### config.mk
export PLATFORM = sky130hd
export DESIGN_NAME = core_intc
export DESIGN_NICKNAME = d
export VERILOG_FILES = /design/src/rtl/core_intc_pkg.sv /design/src/rtl/core_intc_prio.sv /design/src/rtl/core_intc.sv
export SDC_FILE = /design/constraint.sdc
export NUM_CORES = 1
export LEC_CHECK = 0
export CAP_MARGIN = 20
export CORE_MARGIN = 5
export CORE_UTILIZATION = 46
export DETAILED_ROUTE_END_ITERATION = 7
export GPL_ROUTABILITY_DRIVEN = 0
export HOLD_SLACK_MARGIN = 0.12
export PLACE_DENSITY = 0.83
export SYNTH_ARGS = -nofsm -noshare
export SYNTH_HDL_FRONTEND = slang
export SYNTH_HIERARCHICAL = 1
export SYNTH_SLANG_ARGS = --single-unit
### constraint.sdc
create_clock -name I_clock -period 2.19 [get_ports I_clock]
set_input_delay 0.219 -clock I_clock [delete_from_list [all_inputs] [get_ports I_clock]]
set_output_delay 0.219 -clock I_clock [all_outputs]
set_load 0.02 [all_outputs]
### src/rtl/core_intc_pkg.sv
// core_intc_pkg: shared types and constants for the core_intc interrupt controller.
`default_nettype none

package core_intc_pkg;

    typedef enum logic [1:0] {
        SVC_RESET = 2'd0,
        IDLE      = 2'd1,
        SVC_NMI   = 2'd2,
        SVC_IRQ   = 2'd3
    } intc_state_t;

    localparam int IDX_W = 4;
    localparam int SRC_W = 5;

    localparam logic [SRC_W-1:0] SRC_NONE  = 5'd0;
    localparam logic [SRC_W-1:0] SRC_NMI   = 5'd30;
    localparam logic [SRC_W-1:0] SRC_RESET = 5'd31;

    localparam logic [1:0] CFG_SEL_ENABLE = 2'd0;
    localparam logic [1:0] CFG_SEL_EDGE   = 2'd1;
    localparam logic [1:0] CFG_SEL_W1C    = 2'd2;
    localparam logic [1:0] CFG_SEL_RSVD   = 2'd3;

endpackage

`default_nettype wire

### src/rtl/core_intc_prio.sv
// core_intc_prio: combinational lowest-index-wins priority encoder.
`default_nettype none

module core_intc_prio
    import core_intc_pkg::*;
#(
    parameter int N_IRQ = 8
) (
    input  logic [N_IRQ-1:0] req,
    output logic             valid,
    output logic [IDX_W-1:0] index
);

    always_comb begin
        valid = |req;
        index = '0;
        // Scan downward so the lowest set bit is the last assignment.
        for (int i = N_IRQ - 1; i >= 0; i--) begin
            if (req[i]) begin
                index = IDX_W'(i);
            end
        end
    end

endmodule

`default_nettype wire

### src/rtl/core_intc.sv
// core_intc: reset/NMI/N_IRQ arbiter for the 6502-style core, serviced at instruction boundaries.
// Build option: define CORE_INTC_VECTORED_EN to give each IRQ channel its own vector below VEC_IRQ_BASE.
`default_nettype none

module core_intc
    import core_intc_pkg::*;
#(
    parameter int          N_IRQ        = 8,
    parameter logic [15:0] VEC_RESET    = 16'hFFFC,
    parameter logic [15:0] VEC_NMI      = 16'hFFFA,
    parameter logic [15:0] VEC_IRQ      = 16'hFFFE,
    parameter logic [15:0] VEC_IRQ_BASE = 16'hFFDE
) (
    input  logic             I_clock,
    input  logic             I_reset,
    input  logic             I_enable,
    input  logic             I_ack,
    input  logic             I_nmi,
    input  logic [N_IRQ-1:0] I_irq,
    input  logic             I_irq_mask,
    input  logic             I_cfg_wr,
    input  logic [1:0]       I_cfg_sel,
    input  logic [N_IRQ-1:0] I_cfg_data,
    output logic [N_IRQ-1:0] O_pending,
    output logic [4:0]       O_source,
    output logic             O_force_brk,
    output logic             O_irq_mask,
    output logic [15:0]      O_vec_addr_lo,
    output logic [15:0]      O_vec_addr_hi
);

    intc_state_t state;
    intc_state_t next_state;

    logic             nmi_q;
    logic             nmi_pending;
    logic [N_IRQ-1:0] irq_q;
    logic [N_IRQ-1:0] irq_enable;
    logic [N_IRQ-1:0] edge_mode;
    logic [N_IRQ-1:0] edge_pend;

    logic [IDX_W-1:0] svc_idx;
    logic [15:0]      svc_vec;

    logic             take_nmi;
    logic             take_irq;
    logic             win_valid;
    logic [IDX_W-1:0] win_idx;
    logic             irq_req;
    logic [15:0]      irq_vec;

    logic             nmi_fall;
    logic             nmi_clear;
    logic [N_IRQ-1:0] irq_fall;
    logic [N_IRQ-1:0] w1c_mask;
    logic [N_IRQ-1:0] ack_mask;
    logic [15:0]      vec_lo;

    // Level channels follow the pin directly; edge channels show the latched bit.
    always_comb begin
        for (int i = 0; i < N_IRQ; i++) begin
            O_pending[i] = edge_mode[i] ? edge_pend[i] : ~I_irq[i];
        end
    end

    core_intc_prio #(
        .N_IRQ (N_IRQ)
    ) u_prio (
        .req   (O_pending & irq_enable),
        .valid (win_valid),
        .index (win_idx)
    );

    assign irq_req = win_valid & ~I_irq_mask;

`ifdef CORE_INTC_VECTORED_EN
    assign irq_vec = VEC_IRQ_BASE - {11'd0, win_idx, 1'b0};
`else
    logic unused_base;
    assign unused_base = ^VEC_IRQ_BASE;
    assign irq_vec     = VEC_IRQ;
`endif

    always_comb begin
        next_state = state;
        take_nmi   = 1'b0;
        take_irq   = 1'b0;
        case (state)
            IDLE: begin
                if (I_enable) begin
                    if (nmi_pending) begin
                        next_state = SVC_NMI;
                        take_nmi   = 1'b1;
                    end else if (irq_req) begin
                        next_state = SVC_IRQ;
                        take_irq   = 1'b1;
                    end
                end
            end
            SVC_RESET, SVC_NMI, SVC_IRQ: begin
                if (I_ack) begin
                    next_state = IDLE;
                end
            end
            default: next_state = SVC_RESET;
        endcase
    end

    always_ff @(posedge I_clock or negedge I_reset) begin
        if (!I_reset) begin
            state <= SVC_RESET;
        end else begin
            state <= next_state;
        end
    end

    assign nmi_fall  = nmi_q & ~I_nmi;
    assign nmi_clear = (state == SVC_NMI) & I_ack;
    assign irq_fall  = irq_q & ~I_irq & edge_mode;
    assign w1c_mask  = (I_cfg_wr && I_cfg_sel == CFG_SEL_W1C) ? I_cfg_data : '0;

    always_comb begin
        for (int i = 0; i < N_IRQ; i++) begin
            ack_mask[i] = (state == SVC_IRQ) && I_ack && (svc_idx == IDX_W'(i));
        end
    end

    // A new edge always beats a same-clock clear, for NMI and channels alike.
    always_ff @(posedge I_clock or negedge I_reset) begin
        if (!I_reset) begin
            nmi_q       <= 1'b1;
            nmi_pending <= 1'b0;
            irq_q       <= '1;
            edge_pend   <= '0;
        end else begin
            nmi_q       <= I_nmi;
            nmi_pending <= nmi_fall | (nmi_pending & ~nmi_clear);
            irq_q       <= I_irq;
            edge_pend   <= irq_fall | (edge_pend & ~(w1c_mask | ack_mask));
        end
    end

    always_ff @(posedge I_clock or negedge I_reset) begin
        if (!I_reset) begin
            irq_enable <= '0;
            edge_mode  <= '0;
        end else if (I_cfg_wr) begin
            case (I_cfg_sel)
                CFG_SEL_ENABLE: irq_enable <= I_cfg_data;
                CFG_SEL_EDGE:   edge_mode  <= I_cfg_data;
                default:        ;
            endcase
        end
    end

    always_ff @(posedge I_clock or negedge I_reset) begin
        if (!I_reset) begin
            svc_idx <= '0;
            svc_vec <= VEC_IRQ;
        end else if (take_irq) begin
            svc_idx <= win_idx;
            svc_vec <= irq_vec;
        end
    end

    always_comb begin
        O_source    = SRC_NONE;
        O_force_brk = 1'b0;
        O_irq_mask  = 1'b0;
        vec_lo      = VEC_IRQ;
        case (state)
            SVC_RESET: begin
                O_source    = SRC_RESET;
                O_force_brk = 1'b1;
                O_irq_mask  = 1'b1;
                vec_lo      = VEC_RESET;
            end
            SVC_NMI: begin
                O_source    = SRC_NMI;
                O_force_brk = 1'b1;
                O_irq_mask  = 1'b1;
                vec_lo      = VEC_NMI;
            end
            SVC_IRQ: begin
                O_source    = {1'b0, svc_idx} + 5'd1;
                O_force_brk = 1'b1;
                O_irq_mask  = 1'b1;
                vec_lo      = svc_vec;
            end
            default: ;
        endcase
    end

    assign O_vec_addr_lo = vec_lo;
    assign O_vec_addr_hi = vec_lo + 16'd1;

endmodule

`default_nettype wire
==> impl_results.html, run 1 <==
<table>
<tr><th>Metric</th><th>Value</th></tr>
<tr><th colspan="2">Detailed routing</th></tr>
<tr><td>Number of nets with antenna violations after detailed routing</td><td>0</td></tr>
<tr><td>Drt total wl</td><td>4.39 mm</td></tr>
<tr><td>DR iter-0 viols</td><td>between 60 and 70</td></tr>
<tr><td>Number of vias per cell after detailed routing</td><td>a little under 5</td></tr>
<tr><td>Detailed-route DRC error count</td><td>0</td></tr>
<tr><td>Routed wirelength normalized by instance count</td><td>around 13 µm</td></tr>
<tr><td>Detailed-routing iteration count for the pre-antenna-repair pass</td><td>4</td></tr>
<tr><td>Vias</td><td>roughly 1600</td></tr>
<tr><th colspan="2">Cells and area</th></tr>
<tr><td>Final non-filler cell total</td><td>between 300 and 400</td></tr>
<tr><td>Fraction of layout cells with a size suffix above 1</td><td>17.5%</td></tr>
<tr><td>Final-stage net count</td><td>between 300 and 400</td></tr>
<tr><td>Growth of design area from synthesis to finish</td><td>24.4%</td></tr>
<tr><td>Count of antenna diodes in the layout</td><td>0</td></tr>
<tr><th colspan="2">Worst setup path</th></tr>
<tr><td>Endpoint type of the worst setup path</td><td>primary output</td></tr>
<tr><td>Data arrival, critical path</td><td>1.88 ns</td></tr>
<tr><td>Required time of the critical path</td><td>between 1.5 and 2 ns</td></tr>
<tr><td>Path type of the worst setup path</td><td>flop to primary output</td></tr>
<tr><td>Startpoint type of the worst setup path</td><td>flop</td></tr>
<tr><td>Crit path max fanout</td><td>6</td></tr>
<tr><th colspan="2">Floorplan</th></tr>
<tr><td>Overall die height</td><td>roughly 79 µm</td></tr>
<tr><td>Number of core rows</td><td>25</td></tr>
<tr><td>I/O Pins</td><td>just over 70</td></tr>
<tr><td>Standard cell core area</td><td>around 4700 µm²</td></tr>
<tr><td>Die width</td><td>78.7 µm</td></tr>
<tr><td>Starting density of the core</td><td>about 47%</td></tr>
<tr><td>Die outline area</td><td>around 6200 µm²</td></tr>
<tr><th colspan="2">Global route</th></tr>
<tr><td>Wire length of the first global-routing pass</td><td>approximately 7.0 mm</td></tr>
<tr><td>Number of antenna violations at the first check in global routing</td><td>0</td></tr>
<tr><td>Maximum number of pins on one net before global-route repair</td><td>a little over 40</td></tr>
<tr><td>Overflow left after global routing</td><td>0</td></tr>
<tr><td>Vias in the first global route</td><td>1568</td></tr>
<tr><td>Global router's overall resource usage</td><td>between 10% and 20%</td></tr>
<tr><th colspan="2">Placement</th></tr>
<tr><td>Placed cell count</td><td>320</td></tr>
<tr><td>Port Buffer Count</td><td>between 40 and 50</td></tr>
<tr><td>Final HPWL from detailed placement</td><td>about 3.5 mm</td></tr>
<tr><th colspan="2">CTS</th></tr>
<tr><td>Clock transition at the register clock pins on the worst setup and hold paths after CTS</td><td>~0.07 ns</td></tr>
<tr><td>TritonCTS Buffers</td><td>5</td></tr>
<tr><td>Clock tree from TritonCTS</td><td>built</td></tr>
<tr><td>Maximum root-to-sink buffer count</td><td>2</td></tr>
<tr><td>Clock Root Buffer</td><td>sky130_fd_sc_hd__clkbuf_8</td></tr>
<tr><td>CTS HTree Levels</td><td>2</td></tr>
<tr><td>Sinks on Clock Net</td><td>40</td></tr>
<tr><td>Clock latency of the later-clocked register in the worst-skew pair</td><td>roughly 0.28 ns</td></tr>
<tr><th colspan="2">Timing</th></tr>
<tr><td>Final hold violation count</td><td>0</td></tr>
<tr><td>Headroom to the max-slew limit</td><td>around 42%</td></tr>
<tr><td>Worst Hold Margin</td><td>roughly 0.37 ns</td></tr>
<tr><td>Fmax</td><td>around 480 MHz</td></tr>
<tr><td>Minimum clock period</td><td>~2.1 ns</td></tr>
<tr><td>Setup repair after global routing missed its margin</td><td>no</td></tr>
<tr><td>Final-report max-slew violation count</td><td>0</td></tr>
<tr><td>Final setup violating endpoints</td><td>0</td></tr>
<tr><td>Worst-Margin Slew</td><td>about 0.87 ns</td></tr>
<tr><td>Layout Skew</td><td>approximately 0.0043 ns</td></tr>
<tr><td>Final period util</td><td>between 90% and 100%</td></tr>
<tr><th colspan="2">Synthesis</th></tr>
<tr><td>Gate count of the mapped netlist</td><td>220</td></tr>
<tr><td>Yosys reg bits</td><td>40</td></tr>
<tr><td>Netlist area before placement</td><td>approximately 2200 µm²</td></tr>
<tr><td>Area share of the leading cell type in the synthesized netlist</td><td>between 30% and 40%</td></tr>
<tr><td>Distinct cell type count of the synthesized netlist</td><td>37</td></tr>
<tr><td>Largest cells by area after synthesis</td><td>sky130_fd_sc_hd__dfrtp_1 (36%), sky130_fd_sc_hd__buf_4 (11%), sky130_fd_sc_hd__dfstp_2 (11%)</td></tr>
<tr><td>Ys flop type</td><td>sky130_fd_sc_hd__dfrtp_1</td></tr>
<tr><td>Total of warnings raised by yosys</td><td>6</td></tr>
<tr><td>Async SR Flop Fraction</td><td>100%</td></tr>
<tr><td>Number of enable-type register cells in the synthesized netlist</td><td>0</td></tr>
<tr><td>Cell type contributing the most total cell area after synthesis</td><td>sky130_fd_sc_hd__dfrtp_1</td></tr>
<tr><td>Sequential element share of the synthesized area</td><td>46.6%</td></tr>
<tr><td>Synthesized area per cell</td><td>9.87 µm²</td></tr>
<tr><th colspan="2">Pwr</th></tr>
<tr><td>Final Total Pwr</td><td>2810 µW</td></tr>
<tr><td>Leak Pwr</td><td>0.00124 µW</td></tr>
<tr><td>Peak supply drop</td><td>roughly 0.00044 V</td></tr>
<tr><td>Power density normalized to cell area</td><td>~1000 nW/µm²</td></tr>
<tr><th colspan="2">Flow run</th></tr>
<tr><td>Total of max-cap violations</td><td>0</td></tr>
<tr><th colspan="2">Run status</th></tr>
<tr><td>Run status</td><td>complete, no violations</td></tr>
<tr><th colspan="2">Worst hold path</th></tr>
<tr><td>Type of the tightest min-delay check</td><td>primary input to flop</td></tr>
</table>
-- placed cells by master, fill, tap and decap left out, types with 6 or more instances in the layout --
master / synthesis / routed
sky130_fd_sc_hd__clkdlybuf4s50_1: 0 / 41
sky130_fd_sc_hd__clkbuf_8: 0 / 6
sky130_fd_sc_hd__conb_1: 3 / 29
sky130_fd_sc_hd__buf_4: 32 / 13
sky130_fd_sc_hd__nand2_1: 31 / 31
sky130_fd_sc_hd__o21ai_1: 0 / 7
sky130_fd_sc_hd__dfstp_2: 9 / 9
sky130_fd_sc_hd__mux2_2: 8 / 8
sky130_fd_sc_hd__inv_1: 16 / 16
sky130_fd_sc_hd__o21ai_0: 30 / 23
sky130_fd_sc_hd__and2_1: 8 / 8
sky130_fd_sc_hd__dfrtp_1: 31 / 31
-- area by class of cell --
class                   instances  area (µm²)
clock buffers                   6        82.6
repair buffers                 57         536
inverters                      16        60.1
flip-flops and latches         40        1010
clock inverters                 2        10.0
well taps                      54        67.6
fillers                       418        1960
multi-input cells             154         935
-- repair_timing --
item,in CTS,in global routing
hold buffers,1,0
hold endpoints to repair,31,0
setup endpoints to repair,0,1
setup buffers,0,0
gates resized for setup,0,1
-- registers in the layout (all words and copies together) (netlist names) --
signal	flops
edge_pend	8
irq_q	8
svc_idx	4
nmi_q	1
edge_mode	8
state	2
irq_enable	8
nmi_pending	1
-- logic make-up (layout without fill, tap and decap cells) --
family	after synthesis	after routing	share of synthesized area [%]
and+or+nand+nor	62	62	15.9
buffers and inverters	52	81	14.9
AOI/OAI and AO/OA	44	44	11.6
DFF	40	40	46.6
muxes	13	13	7.37
adders and majority gates	4	4	2.30
other	3	29	0.518
xor gates and xnor gates	2	2	0.807
-- synth_stat cells, types with 2 or more instances --
master / count
sky130_fd_sc_hd__conb_1: 3
sky130_fd_sc_hd__nand2_1: 31
sky130_fd_sc_hd__nor3b_1: 4
sky130_fd_sc_hd__a21oi_1: 2
sky130_fd_sc_hd__dfrtp_1: 31
sky130_fd_sc_hd__o21ai_0: 30
sky130_fd_sc_hd__mux2_4: 4
sky130_fd_sc_hd__nor2_1: 4
sky130_fd_sc_hd__nand3b_1: 3
sky130_fd_sc_hd__inv_1: 16
sky130_fd_sc_hd__o22ai_1: 4
sky130_fd_sc_hd__nand3_1: 2
sky130_fd_sc_hd__buf_4: 32
sky130_fd_sc_hd__and2_1: 8
sky130_fd_sc_hd__clkbuf_1: 3
sky130_fd_sc_hd__ha_1: 4
sky130_fd_sc_hd__dfstp_2: 9
sky130_fd_sc_hd__mux2_2: 8
sky130_fd_sc_hd__o221ai_1: 4
-- path summary, 6_finish.rpt --
check,startpoint,end,slack [ns],cells after the start
min reg2reg,irq_q[6]$_DFF_PN1_,edge_pend[6]$_DFF_PN0_,0.50,2
min,I_nmi,nmi_q$_DFF_PN1_,0.37,1
max in group asynchronous,I_reset,irq_enable[7]$_DFFE_PN0P_,1.05,2
max reg2reg,edge_mode[4]$_DFFE_PN0P_,svc_idx[2]$_DFFE_PN0P_,0.21,6
min in group asynchronous,I_reset,edge_mode[3]$_DFFE_PN0P_,0.59,2
max,svc_idx[0]$_DFFE_PN0P_,O_source[1],0.09,5
-- power by group --
part / switching, µW / leakage (µW) / total, µW / internal, µW
logic: 618 / 0.000722 / 1240 / 623
registers: 165 / 0.000466 / 1080 / 914
clock network: 241 / 0.0000510 / 492 / 251
total: 1020 / 0.00124 / 2810 / 1790
-- per-layer routing --
layer	track usage [%]	wire length [µm]	vias to the layer above
li1	-	-	781
met1	17.6	1920	774
met2	24.9	2130	57
met3	3.17	296	4
met4	5.24	38	0
met5	0	0	-
-- stage by stage --
stage | cell area (µm²) | setup TNS, ns | setup WS, ns | utilization [%]
floorplan | 2270 | 0 | 0.0896 | -
global placement | 2600 | 0 | 0.00716 | 55.7
detailed placement | 2600 | -0.198 | -0.0551 | 55.7
CTS | 2700 | 0 | 0.0447 | 57.9
global route | 2700 | 0 | 0.00118 | 58.0
finish | 2700 | 0 | 0.0892 | 58.0
-- worst max-delay path, cell delays in order (launching register included) --
cell                              delay, ns
sky130_fd_sc_hd__dfrtp_1               0.45
sky130_fd_sc_hd__inv_1                 0.10
sky130_fd_sc_hd__ha_1                  0.31
sky130_fd_sc_hd__nand2_1               0.05
sky130_fd_sc_hd__nand2_1               0.07
sky130_fd_sc_hd__clkdlybuf4s50_1       0.61
No activity file was read; power rests on OpenSTA's default activity.
==> run 2: changes to the inputs <==
==> constraint.sdc (replaced) <==
create_clock -name I_clock -period 2.19 [get_ports I_clock]
set_input_delay 0.438 -clock I_clock [delete_from_list [all_inputs] [get_ports I_clock]]
set_output_delay 0.438 -clock I_clock [all_outputs]
set_load 0.02 [all_outputs]
==> run 2 against run 1 <==
Net effect:
- clock power rose by 33%
- global-route usage up 0.42 points
- final area is 3.5% higher
- flip-flop and latch count did not move
- highest routed layer unchanged
- largest cell class unchanged
- first-iteration DRC count decreased by 13%
- combinational power about the same
- sequential share of layout area decreased by 1.3 points
==> impl_results.html, run 2 (synthesized netlist as in run 1, its figures left out) <==
<table>
<tr><th>Metric</th><th>Value</th></tr>
<tr><th colspan="2">Run status</th></tr>
<tr><td>Run status</td><td>complete, no violations</td></tr>
<tr><th colspan="2">Pwr</th></tr>
<tr><td>Peak supply drop</td><td>0.000487 V (+11%)</td></tr>
<tr><td>Leak Pwr</td><td>0.00132 µW (+6.9%)</td></tr>
<tr><td>Power density normalized to cell area</td><td>1060 nW/µm² (+1.7%)</td></tr>
<tr><th colspan="2">Global route</th></tr>
<tr><td>Number of antenna violations at the first check in global routing</td><td>0 (unchanged)</td></tr>
<tr><td>Vias in the first global route</td><td>1527 (-2.6%)</td></tr>
<tr><td>Global router's overall resource usage</td><td>14.8% (+0.42 points)</td></tr>
<tr><td>Overflow left after global routing</td><td>0 (unchanged)</td></tr>
<tr><td>Maximum number of pins on one net before global-route repair</td><td>41 (unchanged)</td></tr>
<tr><td>Wire length of the first global-routing pass</td><td>7.11 mm (+1.6%)</td></tr>
<tr><th colspan="2">Timing</th></tr>
<tr><td>Worst-Margin Slew</td><td>0.877 ns (+0.0111 ns)</td></tr>
<tr><td>Minimum clock period</td><td>2.08 ns (-0.0197 ns)</td></tr>
<tr><td>Fmax</td><td>481 MHz (+0.95%)</td></tr>
<tr><td>Final-report max-slew violation count</td><td>0 (unchanged)</td></tr>
<tr><td>Headroom to the max-slew limit</td><td>41.5% (-0.74 points)</td></tr>
<tr><td>Setup repair after global routing missed its margin</td><td>no</td></tr>
<tr><td>Final period util</td><td>95.0% (-0.90 points)</td></tr>
<tr><td>Final setup violating endpoints</td><td>0 (unchanged)</td></tr>
<tr><td>Final hold violation count</td><td>0 (unchanged)</td></tr>
<tr><td>Layout Skew</td><td>0.00848 ns (+0.00415 ns)</td></tr>
<tr><th colspan="2">Cells and area</th></tr>
<tr><td>Final-stage net count</td><td>313 (+3.3%)</td></tr>
<tr><td>Final non-filler cell total</td><td>339 (+3.0%)</td></tr>
<tr><td>Count of antenna diodes in the layout</td><td>0 (unchanged)</td></tr>
<tr><td>Fraction of layout cells with a size suffix above 1</td><td>21.1% (+3.6 points)</td></tr>
<tr><td>Count of filler cells inserted in the layout</td><td>401 (-4.1%)</td></tr>
<tr><td>Growth of design area from synthesis to finish</td><td>28.8%</td></tr>
<tr><td>Total area of multi-input combinational cells</td><td>938 µm² (+0.40%)</td></tr>
<tr><td>Post-route design area</td><td>2800 µm² (+3.5%)</td></tr>
<tr><td>Highest-count cells in the layout ignoring fill and taps</td><td>sky130_fd_sc_hd__nand2_1 (31), sky130_fd_sc_hd__dfrtp_1 (31), sky130_fd_sc_hd__conb_1 (29), sky130_fd_sc_hd__clkdlybuf4s50_1 (29), sky130_fd_sc_hd__buf_4 (24)</td></tr>
<tr><td>Sequential cell area</td><td>1010 µm² (unchanged)</td></tr>
<tr><th colspan="2">Worst hold path</th></tr>
<tr><td>Type of the tightest min-delay check</td><td>primary input to asynchronous set/reset pin</td></tr>
<tr><th colspan="2">Detailed routing</th></tr>
<tr><td>Detailed-route DRC error count</td><td>0 (unchanged)</td></tr>
<tr><td>Routed wirelength normalized by instance count</td><td>13.1 µm (-1.5%)</td></tr>
<tr><td>Vias</td><td>1621 (+0.31%)</td></tr>
<tr><td>Number of nets with antenna violations after detailed routing</td><td>0 (unchanged)</td></tr>
<tr><td>Number of vias per cell after detailed routing</td><td>4.78 (-2.6%)</td></tr>
<tr><td>Drt total wl</td><td>4.45 mm (+1.5%)</td></tr>
<tr><td>Detailed-routing iteration count for the pre-antenna-repair pass</td><td>4 (unchanged)</td></tr>
<tr><td>DR iter-0 viols</td><td>55 (-13%)</td></tr>
<tr><th colspan="2">Worst setup path</th></tr>
<tr><td>Worst-case reg-to-reg path depth</td><td>6 (unchanged)</td></tr>
<tr><td>Worst path cell trace</td><td>clkdlybuf4s50_1 -&gt; o21ai_1 -&gt; and2_1 -&gt; nor4_2 -&gt; nand3_1 -&gt; or4b_4 -&gt; mux2_4</td></tr>
<tr><td>Required time of the critical path</td><td>2.37 ns (+0.40 ns)</td></tr>
<tr><td>Worst path slowest cell</td><td>sky130_fd_sc_hd__or4b_4</td></tr>
<tr><td>Startpoint type of the worst setup path</td><td>primary input</td></tr>
<tr><td>Cell family with most CP delay</td><td>simple AND/OR/NAND/NOR gates</td></tr>
<tr><td>Data arrival, critical path</td><td>2.26 ns (+0.38 ns)</td></tr>
<tr><td>Path type of the worst setup path</td><td>primary input to flop</td></tr>
<tr><td>Number of buffer and inverter stages on the critical path</td><td>1 (-1)</td></tr>
<tr><td>Depth of the critical timing path with buffers and inverters included</td><td>7 (+2)</td></tr>
<tr><td>Endpoint type of the worst setup path</td><td>flop</td></tr>
<tr><td>Crit path max fanout</td><td>4 (-2)</td></tr>
<tr><td>Slowest cell delay on critical path</td><td>0.51 ns (-0.10 ns)</td></tr>
<tr><th colspan="2">Floorplan</th></tr>
<tr><td>Die width</td><td>78.7 µm (unchanged)</td></tr>
<tr><td>Number of core rows</td><td>25 (unchanged)</td></tr>
<tr><td>Standard cell core area</td><td>4660 µm² (unchanged)</td></tr>
<tr><td>Die outline area</td><td>6200 µm² (unchanged)</td></tr>
<tr><td>Overall die height</td><td>78.7 µm (unchanged)</td></tr>
<tr><td>I/O Pins</td><td>72 (unchanged)</td></tr>
<tr><td>Starting density of the core</td><td>46.6% (unchanged)</td></tr>
<tr><th colspan="2">Placement</th></tr>
<tr><td>Placed cell count</td><td>329 (+2.8%)</td></tr>
<tr><td>Area of placed instances</td><td>2670 µm² (+2.6%)</td></tr>
<tr><td>Final HPWL from detailed placement</td><td>3.40 mm (-2.0%)</td></tr>
<tr><td>Port Buffer Count</td><td>43 (unchanged)</td></tr>
<tr><th colspan="2">Flow run</th></tr>
<tr><td>Total of max-cap violations</td><td>0 (unchanged)</td></tr>
<tr><th colspan="2">CTS</th></tr>
<tr><td>Hold buffer count at cts</td><td>0 (-1)</td></tr>
<tr><td>Clock latency of the later-clocked register in the worst-skew pair</td><td>0.29 ns (about the same)</td></tr>
<tr><td>Clock transition at the register clock pins on the worst setup and hold paths after CTS</td><td>0.08 ns (about the same)</td></tr>
<tr><td>CTS HTree Levels</td><td>2 (unchanged)</td></tr>
<tr><td>Clock tree from TritonCTS</td><td>built</td></tr>
<tr><td>TritonCTS Buffers</td><td>5 (unchanged)</td></tr>
<tr><td>Sinks on Clock Net</td><td>40 (unchanged)</td></tr>
<tr><td>Maximum root-to-sink buffer count</td><td>2 (unchanged)</td></tr>
<tr><td>Clock Root Buffer</td><td>sky130_fd_sc_hd__clkbuf_8</td></tr>
</table>
run 2: through the flow:
stage	setup TNS, ns	utilization (%)	setup WS [ns]	power, µW	hold slack (ns)
2_1_floorplan	0	-	0.0824	1860	0.142
3_3_place_gp	-0.965	57.2	-0.186	2340	0.481
3_5_place_dp	-1.11	57.2	-0.210	2370	0.488
4_1_cts	0	59.9	0.00390	2980	0.282
5_1_grt	0	60.0	0.0156	3140	0.330
6_report	0	60.0	0.109	2960	0.252
run 2: area by class of cell:
| cell class | count | area share [%] |
|---|---|---|
| inverter | 16 | 2.15 |
| timing repair buffer | 67 | 21.2 |
| sequential | 40 | 36.2 |
| multi-input combinational | 154 | 33.5 |
| tap | 54 | 2.42 |
| clock buffer | 7 | 3.44 |
| clock inverter | 1 | 1.07 |
run 2: where the power goes:
group | leakage (µW) | switching, µW | internal (µW)
clock network | 0.0000645 | 254 | 402
registers | 0.000466 | 138 | 914
logic | 0.000793 | 645 | 608
total | 0.00132 | 1040 | 1920
run 2: final timing paths:
check	from	endpoint	slack, ns
worst max-delay path	I_irq[5]	svc_idx[3]$_DFFE_PN0P_	0.11
worst min-delay path	I_reset	state[0]$_DFFE_PN0P_	0.25
worst max register to register	edge_mode[0]$_DFFE_PN0P_	svc_idx[3]$_DFFE_PN0P_	0.24
worst min register to register	irq_enable[4]$_DFFE_PN0P_	irq_enable[4]$_DFFE_PN0P_	0.50
max in group asynchronous	I_reset	irq_enable[4]$_DFFE_PN0P_	1.38
min in group I_clock	irq_enable[4]$_DFFE_PN0P_	irq_enable[4]$_DFFE_PN0P_	0.50
run 2: repair_timing:
| item | CTS | global route |
|---|---|---|
| resized for setup | 12 | 2 |
| setup buffers | 2 | 0 |
| endpoints found under the setup margin | 12 | 4 |
run 2: routing by layer:
layer / GRT usage (%) / vias to the layer above / wire length, µm
met2: 25.0 / 59 / 2140
met4: 5.24 / 0 / 56
met5: 0 / - / 0
met3: 3.97 / 6 / 340
li1: - / 805 / -
met1: 18.3 / 751 / 1920
